$ cat config.mk
export PLATFORM = sky130hd
export DESIGN_NAME = mem_access_unit
export DESIGN_NICKNAME = d
export VERILOG_FILES = /design/src/rtl/mem_access_unit.sv
export SDC_FILE = /design/constraint.sdc
export NUM_CORES = 1
export LEC_CHECK = 0
export BUFFER_PORTS_ARGS = -buffer_cell sky130_fd_sc_hd__buf_2
export CAP_MARGIN = 20
export CORE_AREA = 2 2 151 153
export DETAILED_ROUTE_END_ITERATION = 7
export DIE_AREA = 0 0 153 155
export PLACE_DENSITY_LB_ADDON = 0.1
export SYNTH_ARGS = -nofsm -noshare
export SYNTH_HDL_FRONTEND = slang
export SYNTH_SLANG_ARGS = --single-unit
$ cat constraint.sdc
create_clock -name clk -period 1.9 [get_ports clk]
set_input_delay 0.38 -clock clk [delete_from_list [all_inputs] [get_ports clk]]
set_output_delay 0.38 -clock clk [all_outputs]
set_load 0.01 [all_outputs]
$ cat src/rtl/mem_access_unit.sv
// mem_access_unit: MEM stage with req/ready data-memory access and MEM/WB register.
// Optional misaligned-access check enabled by defining MEM_MISALIGN_CHK_EN.
module mem_access_unit #(
  parameter int XLEN       = 32,
  parameter int REG_ADDR_W = 5
) (
  input  logic                  clk,
  input  logic                  rst_n,
  input  logic                  mem_valid_in,
  input  logic [XLEN-1:0]       mem_alu_out_in,
  input  logic [XLEN-1:0]       mem_store_data_in,
  input  logic [XLEN-1:0]       mem_pc4_in,
  input  logic [XLEN-1:0]       mem_imm_in,
  input  logic [REG_ADDR_W-1:0] mem_rd_in,
  input  logic [1:0]            mem_reg_in_sel_in,
  input  logic                  mem_mem_reg_in,
  input  logic                  mem_reg_wr_in,
  input  logic                  mem_rd_en_in,
  input  logic                  mem_wr_en_in,
  input  logic [2:0]            mem_funct3_in,
  output logic                  dmem_req,
  output logic                  dmem_we,
  output logic [XLEN-1:0]       dmem_addr,
  output logic [XLEN-1:0]       dmem_wdata,
  output logic [3:0]            dmem_be,
  input  logic                  dmem_ready,
  input  logic [XLEN-1:0]       dmem_rdata,
  output logic                  stall_out,
  output logic                  wb_valid_out,
  output logic [XLEN-1:0]       wb_alu_out_out,
  output logic [XLEN-1:0]       wb_mem_data_out,
  output logic [XLEN-1:0]       wb_pc4_out,
  output logic [XLEN-1:0]       wb_imm_out,
  output logic [REG_ADDR_W-1:0] wb_rd_out,
  output logic [1:0]            wb_reg_in_sel_out,
  output logic                  wb_mem_reg_out,
  output logic                  wb_reg_wr_out,
  output logic                  wb_misalign_out
);

  typedef enum logic [0:0] {
    IDLE,
    WAIT
  } state_t;

  state_t state_q, state_d;

  logic       mem_op;
  logic       is_st;
  logic       is_ld;
  logic [1:0] off;
  logic       byte_acc;
  logic       half_acc;
  logic       misalign;
  logic       req_op;
  logic       req_c;
  logic       stall_c;
  logic [7:0]  ld_byte;
  logic [15:0] ld_half;
  logic [XLEN-1:0] ld_fmt;
  logic [XLEN-1:0] ld_data;

  assign mem_op = mem_valid_in & (mem_rd_en_in | mem_wr_en_in);
  assign is_st  = mem_wr_en_in;
  assign is_ld  = mem_rd_en_in & ~mem_wr_en_in;
  assign off    = mem_alu_out_in[1:0];

  // Loads decode size from funct3[1:0]; stores only from the exact codes.
  assign byte_acc = is_st ? (mem_funct3_in == 3'b000)
                          : (mem_funct3_in[1:0] == 2'b00);
  assign half_acc = is_st ? (mem_funct3_in == 3'b001)
                          : (mem_funct3_in[1:0] == 2'b01);

`ifdef MEM_MISALIGN_CHK_EN
  assign misalign = mem_op
    & ((half_acc & off[0])
    | (~byte_acc & ~half_acc & (off != 2'b00)));
`else
  assign misalign = 1'b0;
`endif

  assign req_op = mem_op & ~misalign;

  always_ff @(posedge clk or negedge rst_n) begin
    if (!rst_n) begin
      state_q <= IDLE;
    end else begin
      state_q <= state_d;
    end
  end

  always_comb begin
    state_d = state_q;
    req_c   = 1'b0;
    stall_c = 1'b0;
    unique case (state_q)
      IDLE: begin
        if (req_op) begin
          req_c = 1'b1;
          if (!dmem_ready) begin
            stall_c = 1'b1;
            state_d = WAIT;
          end
        end
      end
      WAIT: begin
        req_c = 1'b1;
        if (dmem_ready) begin
          state_d = IDLE;
        end else begin
          stall_c = 1'b1;
        end
      end
      default: state_d = IDLE;
    endcase
  end

  // Gated by rst_n so an abandoned access drops at once.
  assign dmem_req  = req_c & rst_n;
  assign stall_out = stall_c & rst_n;
  assign dmem_we   = mem_valid_in & is_st;
  assign dmem_addr = {mem_alu_out_in[XLEN-1:2], 2'b00};

  always_comb begin
    dmem_be    = 4'b1111;
    dmem_wdata = mem_store_data_in;
    if (is_st) begin
      unique case (1'b1)
        (mem_funct3_in == 3'b000): begin
          dmem_be    = 4'b0001 << off;
          dmem_wdata = {4{mem_store_data_in[7:0]}};
        end
        (mem_funct3_in == 3'b001): begin
          dmem_be    = 4'b0011 << {off[1], 1'b0};
          dmem_wdata = {2{mem_store_data_in[15:0]}};
        end
        default: begin
          dmem_be    = 4'b1111;
          dmem_wdata = mem_store_data_in;
        end
      endcase
    end
  end

  assign ld_byte = dmem_rdata[{off, 3'b000} +: 8];
  assign ld_half = off[1] ? dmem_rdata[31:16] : dmem_rdata[15:0];

  always_comb begin
    ld_fmt = dmem_rdata;
    unique case (mem_funct3_in)
      3'b000:  ld_fmt = {{24{ld_byte[7]}}, ld_byte};
      3'b001:  ld_fmt = {{16{ld_half[15]}}, ld_half};
      3'b100:  ld_fmt = {24'd0, ld_byte};
      3'b101:  ld_fmt = {16'd0, ld_half};
      default: ld_fmt = dmem_rdata;
    endcase
  end

  assign ld_data = (mem_valid_in & is_ld & ~misalign) ? ld_fmt : '0;

  always_ff @(posedge clk or negedge rst_n) begin
    if (!rst_n) begin
      wb_valid_out      <= 1'b0;
      wb_alu_out_out    <= '0;
      wb_mem_data_out   <= '0;
      wb_pc4_out        <= '0;
      wb_imm_out        <= '0;
      wb_rd_out         <= '0;
      wb_reg_in_sel_out <= '0;
      wb_mem_reg_out    <= 1'b0;
      wb_reg_wr_out     <= 1'b0;
      wb_misalign_out   <= 1'b0;
    end else if (stall_c) begin
      wb_valid_out  <= 1'b0;
      wb_reg_wr_out <= 1'b0;
    end else begin
      wb_valid_out      <= mem_valid_in;
      wb_alu_out_out    <= mem_alu_out_in;
      wb_mem_data_out   <= ld_data;
      wb_pc4_out        <= mem_pc4_in;
      wb_imm_out        <= mem_imm_in;
      wb_rd_out         <= mem_rd_in;
      wb_reg_in_sel_out <= mem_reg_in_sel_in;
      wb_mem_reg_out    <= mem_mem_reg_in;
      wb_reg_wr_out     <= mem_reg_wr_in & mem_valid_in & ~misalign;
      wb_misalign_out   <= misalign;
    end
  end

endmodule

# --- After elaboration in Yosys (flattened, before gate mapping) ---
# Index checks and enable logic that the tools add are counted.
classes:
  n_addsub: 0
  multipliers: 0
  div_mod_pow: 0
  order_cmp: 0
  n_eq_ne: 3
  n_shift: 3
  muxes: 14
  n_bitwise: 10
  n_reduce_logical: 1
op_table:
  columns: ["cell", "count"]
  rows:
  - ["case mux 32 bit (4 select lines)", 1]
  - ["2-to-1 mux 32 bit", 2]
  - ["case mux 32 bit (2 select lines)", 1]
  - ["variable part select 32 x 6 -> 8 bit", 1]
  - ["2-to-1 mux 16 bit", 1]
  - ["case mux 4 bit (2 select lines)", 1]
  - ["AND 1 bit", 7]
  - ["== test 3 bit, second input constant", 2]
  - ["2-to-1 mux 1 bit", 5]
  - ["2-to-1 mux 4 bit", 1]
  - ["case mux 1 bit (2 select lines)", 2]
  - ["<< shifter 1 x 2 -> 4 bit, first input constant", 1]
  - ["<< shifter 2 x 2 -> 4 bit, first input constant", 1]
  - ["== test 3 x 1 -> 1 bit, second input constant", 1]
  - ["logical NOT 3 bit", 1]
  - ["inverter 1 bit", 2]
  - ["OR 1 bit", 1]
totals:
  register_bits: 139
  latch_bits: 0
  ram_bits: 0
  romBits: 0
  inputBits: 178
  out_inout_bits: 210
  wordCells: 41
  mem_count: 0

# --- Logic depth before layout (Yosys ltp) ---
# Gate-level depths: netlist of run 1.
logic_depth:
  depth_word: 5
  mapped_depth: 6
  ltp_nobuf: 4

# --- Worst setup path before layout of run 1 ---
# Ideal clock, no wire load.
synth_timing:
  kind: "in2out"
  startpoint: "input mem_funct3_in[1]"
  endpoint: "output dmem_wdata[24]"
  arrival_ns: 1.495
  t_required_ns: 1.520
  setup_slack_ns: 0.025
  stages: 5
  n_path_buf: 2
  cell_sequence: "nor3b_1 > clkbuf_1 > clkbuf_1 > nor2_1 > a21oi_1"
synth_via:
  elab_chain_len: 3
  word_cells_on_any_way: 4
  cone_classes: "eq/ne (1); mux (2); reduce/logical (1)"
synth_lines:
  columns: ["element", "line", "source"]
  rows:
  - ["from (decl)", "20", "input logic [2:0] mem_funct3_in,"]
  - ["== test 3 x 1 -> 1 bit or logical NOT 3 bit (tied branches)", "133, 129", null]
  - ["case mux 32 bit (2 select lines) (*)", "128", "unique case (1'b1)"]
  - ["2-to-1 mux 32 bit (*)", "127", "if (is_st) begin"]
  - ["to (decl)", "24", "output logic [XLEN-1:0] dmem_wdata,"]
# Mark *: on every way between the ends. The rest lies on a longest branch, timed or not.

# --- Worst setup path in the final report of run 1 ---
layout_timing:
  startpoint: "input mem_funct3_in[2]"
  endpoint: "output dmem_wdata[11]"
# Same word-level chain as after synthesis.

==> metrics.txt, run 1 <==
Critical R2R Launch=state_q; pwr dens=894 nW/um^2; global-route wire length before repair=30300 um; I/O Buffers=384; Max Fclk=533 MHz; status=completed; Initial Util=28.6%; Sequential Power Share=about 40%; crit path DAT=1500 ps; gpl congestion=0.948; GRT Total Usage=16.5%; met2 wire length=10600 um; internal power=6040 uW; DR vias=~5200; hpwl dp=between 15000 and 20000 um; fin crit period=1880 ps; relative slew slack=a little under half; fin. max-slew vios=0; nature of the critical path startpoint=primary input; GRT overflow=0; largest fanout on the critical path=8; most common cell in the netlist=dfrtp_1; Syn Inst Count=around 500; Synth Flop Type=dfrtp_1; drt via density=4.51; TritonRoute pass-1 iters=4; post-synth cell types=31; worst-case clock skew=about 14 ps; number of flops mapped to enable cells by yosys=0; top cells by count, synth=dfrtp_1 (139), mux2_2 (121), buf_4 (41); H-tree depth=4; final wirelength=19800 um; clk sink count=139; Area contributors post-synth=dfrtp_1 (55%), mux2_2 (21%), buf_4 (4.8%); final hold violation count=0; clock tree root buffer cell=clkbuf_16; Comb pwr share=roughly 18%; Clock Tree Buf Depth=2; biggest area consumer among synthesized cells=dfrtp_1; CP Class=in -> out; Clk pwr share=41.9%; Post-synth ARST share=between 90% and 100%; Syn. warnings=0; Netlist Area Pre-Place=between 6000 and 7000 um^2; clock latency at the later pin of the worst-skew pair=around 420 ps; Crit. End Element=output pin; CTS tree=yes; top layer in use=met4; # setup viols final=0; Crit. Startpoint=mem_funct3_in[2]; met1 wire length=7360 um; placement row count=55; share of cells above drive strength 1=66.0%; Routed Antenna Nets=0; nets@finish=slightly above 1000; diode count=0; post-DR wirelength/cell=17.2 um; syn_area_per_cell=13.1 um^2; Final TNS setup=0 ps; required time at the worst-slack endpoint=1520 ps; largest net degree at the start of global routing=140; Worst VDD drop=0.514 mV; Die Span Y=155 um; #FFs+latches synth=139; Leak Pwr=about 0.0047 uW; CTS clk-pin slew, worst paths=around 60 ps; number of antenna violations at the first check in global routing=0; Fill cells=2192; Die W=between 150 and 200 um; overall power=a little over 8000 uW; die area=about 24000 um^2; Post CTS Setup Buffer Count=0; Sw Pwr=approximately 2200 uW; Least-Margin Pin Slew=825 ps; cts-stage hold buffer count=0; switch share=26.8%; Min-Delay Path Class=in -> async; RR Endpoint=wb_pc4_out[25]; sequential cell area fraction in the yosys report=54.7%; DR iter-0 viols=195; Period Utilization, post-route=a little over nine tenths; max_cap viols=0; Layout area overhead=45.4%; Yosys top cell area share=between 50% and 60%; total CTS buffers=17; RSZ-0062 raised after global routing=yes; reg2reg setup slack=470 ps; I/O pins=roughly 390; met3 wire len=1380 um; vias in the first global route=roughly 5400; Register-to-Register Path Depth=5; Core ar.=22200 um^2; Residual DRC=0
layout by cell type (no fill, tap or decap), drive strengths merged, types with 4 or more instances in the layout:
| cell | count |
|---|---|
| buf | 410 |
| dfrtp | 139 |
| mux2 | 121 |
| nand2b | 25 |
| nor2 | 18 |
| clkbuf | 18 |
| a21oi | 18 |
| a22o | 16 |
| inv | 16 |
| mux2i | 15 |
| o21ai | 9 |
| a221oi | 8 |
| a21o | 8 |
| o2bb2ai | 8 |
| nand2 | 5 |
| clkinvlp | 4 |
| nor2b | 4 |
cells by family (layout without fill, tap and decap cells):
| family | count (synthesis) | in the layout | share of synthesized area [%] |
|---|---|---|---|
| buffers and inverters | 79 | 452 | 7.54 |
| muxes | 137 | 137 | 24.2 |
| DFF | 139 | 139 | 54.7 |
| other | 1 | 3 | 0.0590 |
| and+or+nand+nor | 61 | 61 | 5.31 |
| AOI/OAI and AO/OA | 70 | 70 | 8.21 |
layer usage:
metal  track usage [%]  up-vias
met5                 0        -
met4              5.82        0
met3              4.65       25
met2              30.6      243
met1              18.2     2506
li1                  -     2404
timing repair:
| action | CTS | global route |
|---|---|---|
| gates resized for setup | 2 | 26 |
| pin swaps | 0 | 1 |
| setup endpoints to repair | 2 | 16 |
stage by stage:
step | utilization, % | area [um^2] | hold slack [ps] | std cells | setup WS [ps]
after detailed placement | 38.2 | 8500 | 463 | 1115 | -4.89
after global placement | 38.2 | 8500 | 461 | 1115 | 21.6
after global routing | 41.6 | 9240 | 143 | 1147 | -34.6
after CTS | 41.0 | 9120 | 121 | 1147 | -3.88
final | 41.6 | 9240 | 0.0160 | 1147 | 23.3
after floorplan | - | 6360 | 84.4 | 489 | 24.8
area by class of cell:
cell class                      count  area [um^2]  share of cell area [%]
Clock buffer                       18          429                    4.65
Sequential cell                   139         3480                    37.6
Tap cell                          285          357                    3.86
Timing Repair Buffer              410         2290                    24.8
Inverter                           10         37.5                   0.406
Clock inverter                     14          184                    1.99
Multi-Input combinational cell    271         2460                    26.7
critical path, cell delays in order:
cell and delay [ps]:
buf_6 100, nor3b_4 220, nor2b_4 190, buf_8 170
mux2_4 320, buf_6 120
how the worst max path moves through the flow:
stage	to	cells past startpoint
detailed placement	dmem_wdata[9]	6
global route	dmem_wdata[9]	6
finish	dmem_wdata[11]	6
floorplan	dmem_wdata[24]	5
CTS	dmem_wdata[18]	5
global placement	dmem_wdata[10]	6
power groups by stage:
stage | Sequential, uW | Clock [uW] | Combinational [uW]
after floorplan | 3490 | 0 | 604
after global placement | 3360 | 0 | 1460
after detailed placement | 3370 | 0 | 1480
after CTS | 3320 | 3570 | 1480
after global routing | 3350 | 3730 | 1610
final | 3310 | 3460 | 1480
flip-flops by register name, indices dropped and copies added (netlist names):
signal / cells
state_q: 1
wb_alu_out_out: 32
wb_imm_out: 32
wb_mem_data_out: 32
wb_mem_reg_out: 1
wb_pc4_out: 32
wb_rd_out: 5
wb_reg_in_sel_out: 2
wb_reg_wr_out: 1
wb_valid_out: 1
(Power assumes the default switching activity.)
==> inputs of run 2 (changes only) <==
--- a/config.mk
+++ b/config.mk
@@ -5,7 +5,7 @@
 export SDC_FILE = /design/constraint.sdc
 export NUM_CORES = 1
 export LEC_CHECK = 0
-export BUFFER_PORTS_ARGS = -buffer_cell sky130_fd_sc_hd__buf_2
+export BUFFER_PORTS_ARGS = -buffer_cell sky130_fd_sc_hd__clkbuf_2
 export CAP_MARGIN = 20
 export CORE_AREA = 2 2 151 153
 export DETAILED_ROUTE_END_ITERATION = 7
==> run 2 against run 1 <==
The run now ends with hold timing, setup timing left; worst hold slack worse by 44 ps; highest routed layer unchanged; largest cell class unchanged; largest power group unchanged; global-route usage is 0.26 points lower; utilization is 0.69 points lower; first-iteration DRC count is 11% lower.
==> metrics.txt, run 2 (synthesis gave the netlist of run 1 again) <==
Max Fclk=525 MHz (-1.6%); clk sink count=139 (unchanged); Min-Delay Path Class=in -> async; CP Class=in -> out; failing checks=hold timing, setup timing; placement row count=55 (unchanged); fin crit period=1910 ps (+29.8 ps); Least-Margin Pin Slew=901 ps (+76.8 ps); gpl congestion=0.980 (+3.4%); Crit. End Element=output pin; CP cell instances=clkbuf_2, nor3b_2, buf_4, mux2_2, clkbuf_2; post-DR wirelength/cell=17.2 um (-0.13%); clock tree root buffer cell=clkbuf_16; Post CTS Setup Buffer Count=0 (unchanged); Critical R2R Launch=state_q; Residual DRC=0 (unchanged); reg2reg setup slack=460 ps (about the same); commonest non-fill, non-tap cell in the layout=clkbuf_2; RSZ-0062 raised after global routing=yes; worst-case clock skew=27.2 ps (+13.6 ps); Fill cells=2187 (-0.23%); fin. max-slew vios=0 (unchanged); I/O pins=388 (unchanged); max_cap viols=0 (unchanged); CTS tree=yes; CTS clk-pin slew, worst paths=70 ps (about the same); share of cells above drive strength 1=66.0% (about the same); die area=23700 um^2 (unchanged); Clock Tree Buf Depth=2 (unchanged); CP peak stage delay=400 ps (+80 ps); GRT Total Usage=16.3% (-0.26 points); global-route wire length before repair=29800 um (-1.5%); total CTS buffers=17 (unchanged); TritonRoute pass-1 iters=4 (unchanged); status=finished with violations; Register-to-Register Path Depth=4 (-1); H-tree depth=4 (unchanged); Routed Antenna Nets=0 (unchanged); clock latency at the later pin of the worst-skew pair=430 ps (about the same); Core ar.=22200 um^2 (unchanged); pwr dens=905 nW/um^2 (+1.2%); fin worst setup slack=-6.43 ps (-29.8 ps); diode count=0 (unchanged); vias in the first global route=5279 (-2.3%); DR vias=5188 (+0.19%); nature of the critical path startpoint=primary input; required time at the worst-slack endpoint=1520 ps (about the same); I/O Buffers=384 (unchanged); Leak Pwr=0.00470 uW (-0.24%); nets@finish=1024 (-0.29%); Initial Util=28.6% (unchanged); Die W=153 um (unchanged); Worst VDD drop=0.430 mV (-16%); relative slew slack=39.8% (-5.3 points); GRT overflow=0 (unchanged); drt via density=4.53 (+0.46%); most frequent cells in the layout=clkbuf_2 (383), dfrtp_1 (139), mux2_2 (121), nand2b_1 (25); largest fanout on the critical path=28 (+20); fin util=40.9% (-0.69 points); cts-stage hold buffer count=0 (unchanged); DR iter-0 viols=173 (-11%); crit path DAT=1530 ps (+30 ps); Layout area overhead=43.0%; RR Endpoint=wb_imm_out[14]; final hold violation count=4 (+4); hpwl dp=15400 um (-1.4%); Period Utilization, post-route=100% (+1.6 points); final wirelength=19700 um (-0.39%); Worst path slowest cell=mux2_2; # setup viols final=1 (+1); hold_ws=-43.8 ps (-43.8 ps); largest net degree at the start of global routing=140 (unchanged); cell mode on critical path=clkbuf_2; overall power=8220 uW (-0.44%); Die Span Y=155 um (unchanged); number of antenna violations at the first check in global routing=0 (unchanged)
[run 2: report_power, final]
group	switching, uW	leakage, uW	internal [uW]
registers	120	0.00169	3200
clock network	1430	0.000300	2030
logic	736	0.00270	701
[run 2: final cells by class]
type                       count  area (um^2)  share of cell area, %
inverter                      10         37.5                  0.413
tap                          285          357                   3.92
clock buffer                  18          439                   4.83
multi-input combinational    271         2420                   26.6
clock inverter                14          174                   1.91
timing repair buffer         407         2180                   24.0
sequential                   139         3480                   38.3
[run 2: worst max path at each step]
| stage | startpoint | endpoint | slack [ps] | cells past startpoint |
|---|---|---|---|---|
| after floorplan | mem_funct3_in[1] | dmem_wdata[24] | 20 | 5 |
| after global placement | mem_wr_en_in | dmem_wdata[18] | 20 | 5 |
| after detailed placement | mem_funct3_in[0] | wb_mem_data_out[4] | -30 | 6 |
| after CTS | mem_wr_en_in | dmem_wdata[18] | 2 | 5 |
| after global routing | mem_funct3_in[2] | dmem_wdata[18] | -30 | 5 |
| final | mem_funct3_in[2] | dmem_wdata[18] | -6 | 5 |
[run 2: worst max-delay path: cells and delay by family]
kind | cells | cell delay, ps
muxes | 1 | 400
and+or+nand+nor | 1 | 200
buffers and inverters | 3 | 550
[run 2: repair_timing]
action	in CTS	in global routing
gates resized for setup	0	2
endpoints found under the hold margin	0	0
endpoints found under the setup margin	0	9
[run 2: through the flow]
stage / setup WS (ps) / TNS, ps / instances / cell area, um^2
CTS: 2.13 / 0 / 1144 / 9080
global route: -33.6 / -74.8 / 1144 / 9090
global placement: 21.1 / 0 / 1112 / 8470
floorplan: 24.8 / 0 / 489 / 6360
detailed placement: -29.1 / -82.2 / 1112 / 8470
finish: -6.43 / -6.43 / 1144 / 9090
[run 2: layer usage]
layer | vias to the layer above | global-route usage [%] | wire, um
met1 | 2481 | 17.8 | 7380
met3 | 29 | 4.32 | 1350
met2 | 271 | 29.7 | 10400
met4 | 0 | 7.05 | 590
li1 | 2407 | - | -
met5 | - | 0 | 0
==> inputs of run 3 (changes only) <==
--- a/config.mk
+++ b/config.mk
@@ -10,7 +10,9 @@
 export CORE_AREA = 2 2 151 153
 export DETAILED_ROUTE_END_ITERATION = 7
 export DIE_AREA = 0 0 153 155
-export PLACE_DENSITY_LB_ADDON = 0.1
+export PLACE_DENSITY = 0.69
+export RECOVER_POWER = 50
+export REMOVE_ABC_BUFFERS = 1
 export SYNTH_ARGS = -nofsm -noshare
 export SYNTH_HDL_FRONTEND = slang
 export SYNTH_SLANG_ARGS = --single-unit
==> run 3 against run 2 <==
Highest routed layer unchanged; die area unchanged; power down 0.64%; design area up 0.19%; critical path depth up 1; critical endpoint is now dmem_wdata[9]; flip-flop and latch count unchanged; worst setup slack better by 5.7 ps; via count up 0.42%; non-clock buffer count up 8; the flow finishes with violations (setup timing); largest power group unchanged.
==> metrics.txt, run 3 (synthesis gave the netlist of run 1 again) <==
status=finished with violations; failing checks=setup timing; final hold violation count=0 (-4); Sequential Power Share=40.8% (+0.4 points); # setup viols final=2 (+1); relative slew slack=51.4% (+12 points); Core ar.=22200 um^2 (unchanged); required time at the worst-slack endpoint=1520 ps (about the same); die area=23700 um^2 (unchanged); DP Worst Slack=-6.20 ps (+22.9 ps); crit path DAT=1520 ps (about the same); Fill cells=2203 (+0.73%); Comb pwr share=17.3% (-0.2 points); Area after DPL=8520 um^2 (+0.62%); vias in the first global route=5327 (+0.91%); Bufs and invs on worst path=3 (unchanged); Die W=153 um (unchanged); Residual DRC=0 (unchanged); CP peak stage delay=310 ps (-90 ps); Sw Pwr=2150 uW (-5.8%); Max Fclk=526 MHz (+0.30%); fin worst setup slack=-0.742 ps (+5.69 ps); TritonRoute pass-1 iters=4 (unchanged); share of cells above drive strength 1=54.2% (-12 points); Post CTS Setup Buffer Count=0 (unchanged); Least-Margin Pin Slew=730 ps (-172 ps); Clock Tree Buf Depth=2 (unchanged); Final TNS setup=-1.36 ps (+5.07 ps); CTS clk-pin slew, worst paths=60 ps (about the same); drt via density=4.53 (-0.19%); fin. max-slew vios=0 (unchanged); clock latency at the later pin of the worst-skew pair=410 ps (-20 ps); diode count=0 (unchanged); hold_ws=201 ps (+244 ps); commonest non-fill, non-tap cell in the layout=clkbuf_2; Period Utilization, post-route=100% (-0.30 points); number of antenna violations at the first check in global routing=0 (unchanged); pwr dens=897 nW/um^2 (-0.83%); cell family with most CP delay=simple AND/OR/NAND/NOR gates; Critical R2R Launch=state_q; nets@finish=1032 (+0.78%); worst-case clock skew=9.40 ps (-17.8 ps); Initial Util=28.6% (unchanged); GRT Total Usage=16.0% (-0.25 points); cell mode on critical path=buf_6; min-delay src=mem_imm_in[21]; CTS tree=yes; Layout area overhead=43.2%; max_cap viols=0 (unchanged); H-tree depth=4 (unchanged); switch share=26.4% (-1.4 points); internal power=6020 uW (+1.4%); Die Span Y=155 um (unchanged); clk sink count=139 (unchanged); largest fanout on the critical path=4 (-86%); global-route wire length before repair=29300 um (-1.9%); Leak Pwr=0.00447 uW (-4.9%); CP cell instances=clkbuf_2, nor3b_4, nor2b_4, buf_6, mux2_4, buf_6; final wirelength=19700 um (-0.15%); DR iter-0 viols=228 (+32%); total CTS buffers=17 (unchanged); I/O Buffers=384 (unchanged); clock tree root buffer cell=clkbuf_16; Routed Antenna Nets=0 (unchanged); Clk pwr share=41.9% (-0.2 points); Crit. End Element=output pin; DR vias=5210 (+0.42%); cell area after layout=9100 um^2 (+0.19%); largest net degree at the start of global routing=62 (-56%); I/O pins=388 (unchanged); CP Class=in -> out; Min-Delay Path Class=in -> reg; hpwl dp=15500 um (+0.88%); post-DR wirelength/cell=17.1 um (-0.75%); most frequent cells in the layout=clkbuf_2 (273), dfrtp_1 (139), mux2_2 (113), clkbuf_1 (103), nand2b_1 (25); placement row count=55 (unchanged); Worst VDD drop=0.519 mV (+21%); RSZ-0062 raised after global routing=yes; Crit. Startpoint=mem_funct3_in[1]; Worst path slowest cell=mux2_4; gpl congestion=0.818 (-17%); GRT overflow=0 (unchanged); nature of the critical path startpoint=primary input; fin crit period=1900 ps (-5.69 ps)
run 3: worst paths after layout:
check,to,slack (ps),cells past startpoint
worst max register to register,wb_alu_out_out[10],310,4
worst min-delay path,wb_imm_out[21],200,2
worst min register to register,wb_mem_data_out[8],480,1
worst max-delay path,dmem_wdata[9],-0.7,6
min in group asynchronous,wb_alu_out_out[22],650,3
max in group asynchronous,wb_mem_data_out[8],270,4
run 3: metal layers:
layer	global-route usage, %	share of wire [%]	vias to the layer above
met4	5.29	1.6	0
met3	5.04	8.5	18
met2	30.9	55	275
met1	16.4	35	2508
li1	-	-	2409
met5	0	0	-
run 3: cell type report:
type | instances | area [um^2] | area share, %
flip-flops and latches | 139 | 3480 | 38.2
multi-input cells | 271 | 2450 | 27.0
repair buffers | 415 | 2170 | 23.9
inverters | 10 | 37.5 | 0.412
well taps | 285 | 357 | 3.92
clock buffers | 20 | 447 | 4.91
clock inverters | 11 | 158 | 1.73
run 3: power groups by stage:
stage               logic (uW)  registers [uW]  clock network [uW]
finish                    1410            3330                3430
CTS                       1460            3330                3530
detailed placement        1450            3390                   0
global route              1530            3360                3650
global placement          1440            3370                   0
floorplan                  525            3490                   0
run 3: metrics by stage:
stage	utilization (%)	instances	total power [uW]
floorplan	-	420	4010
global placement	38.3	1119	4810
detailed placement	38.3	1119	4840
CTS	41.1	1151	8320
global route	41.0	1151	8550
finish	41.0	1151	8170
run 3: timing repair:
| action | CTS | global route |
|---|---|---|
| hold endpoints to repair | 15 | 0 |
| gates resized for setup | 1 | 35 |
| hold buffers | 1 | 0 |
| setup endpoints to repair | 1 | 16 |
| pin swaps | 0 | 1 |
| gates cloned | 0 | 0 |
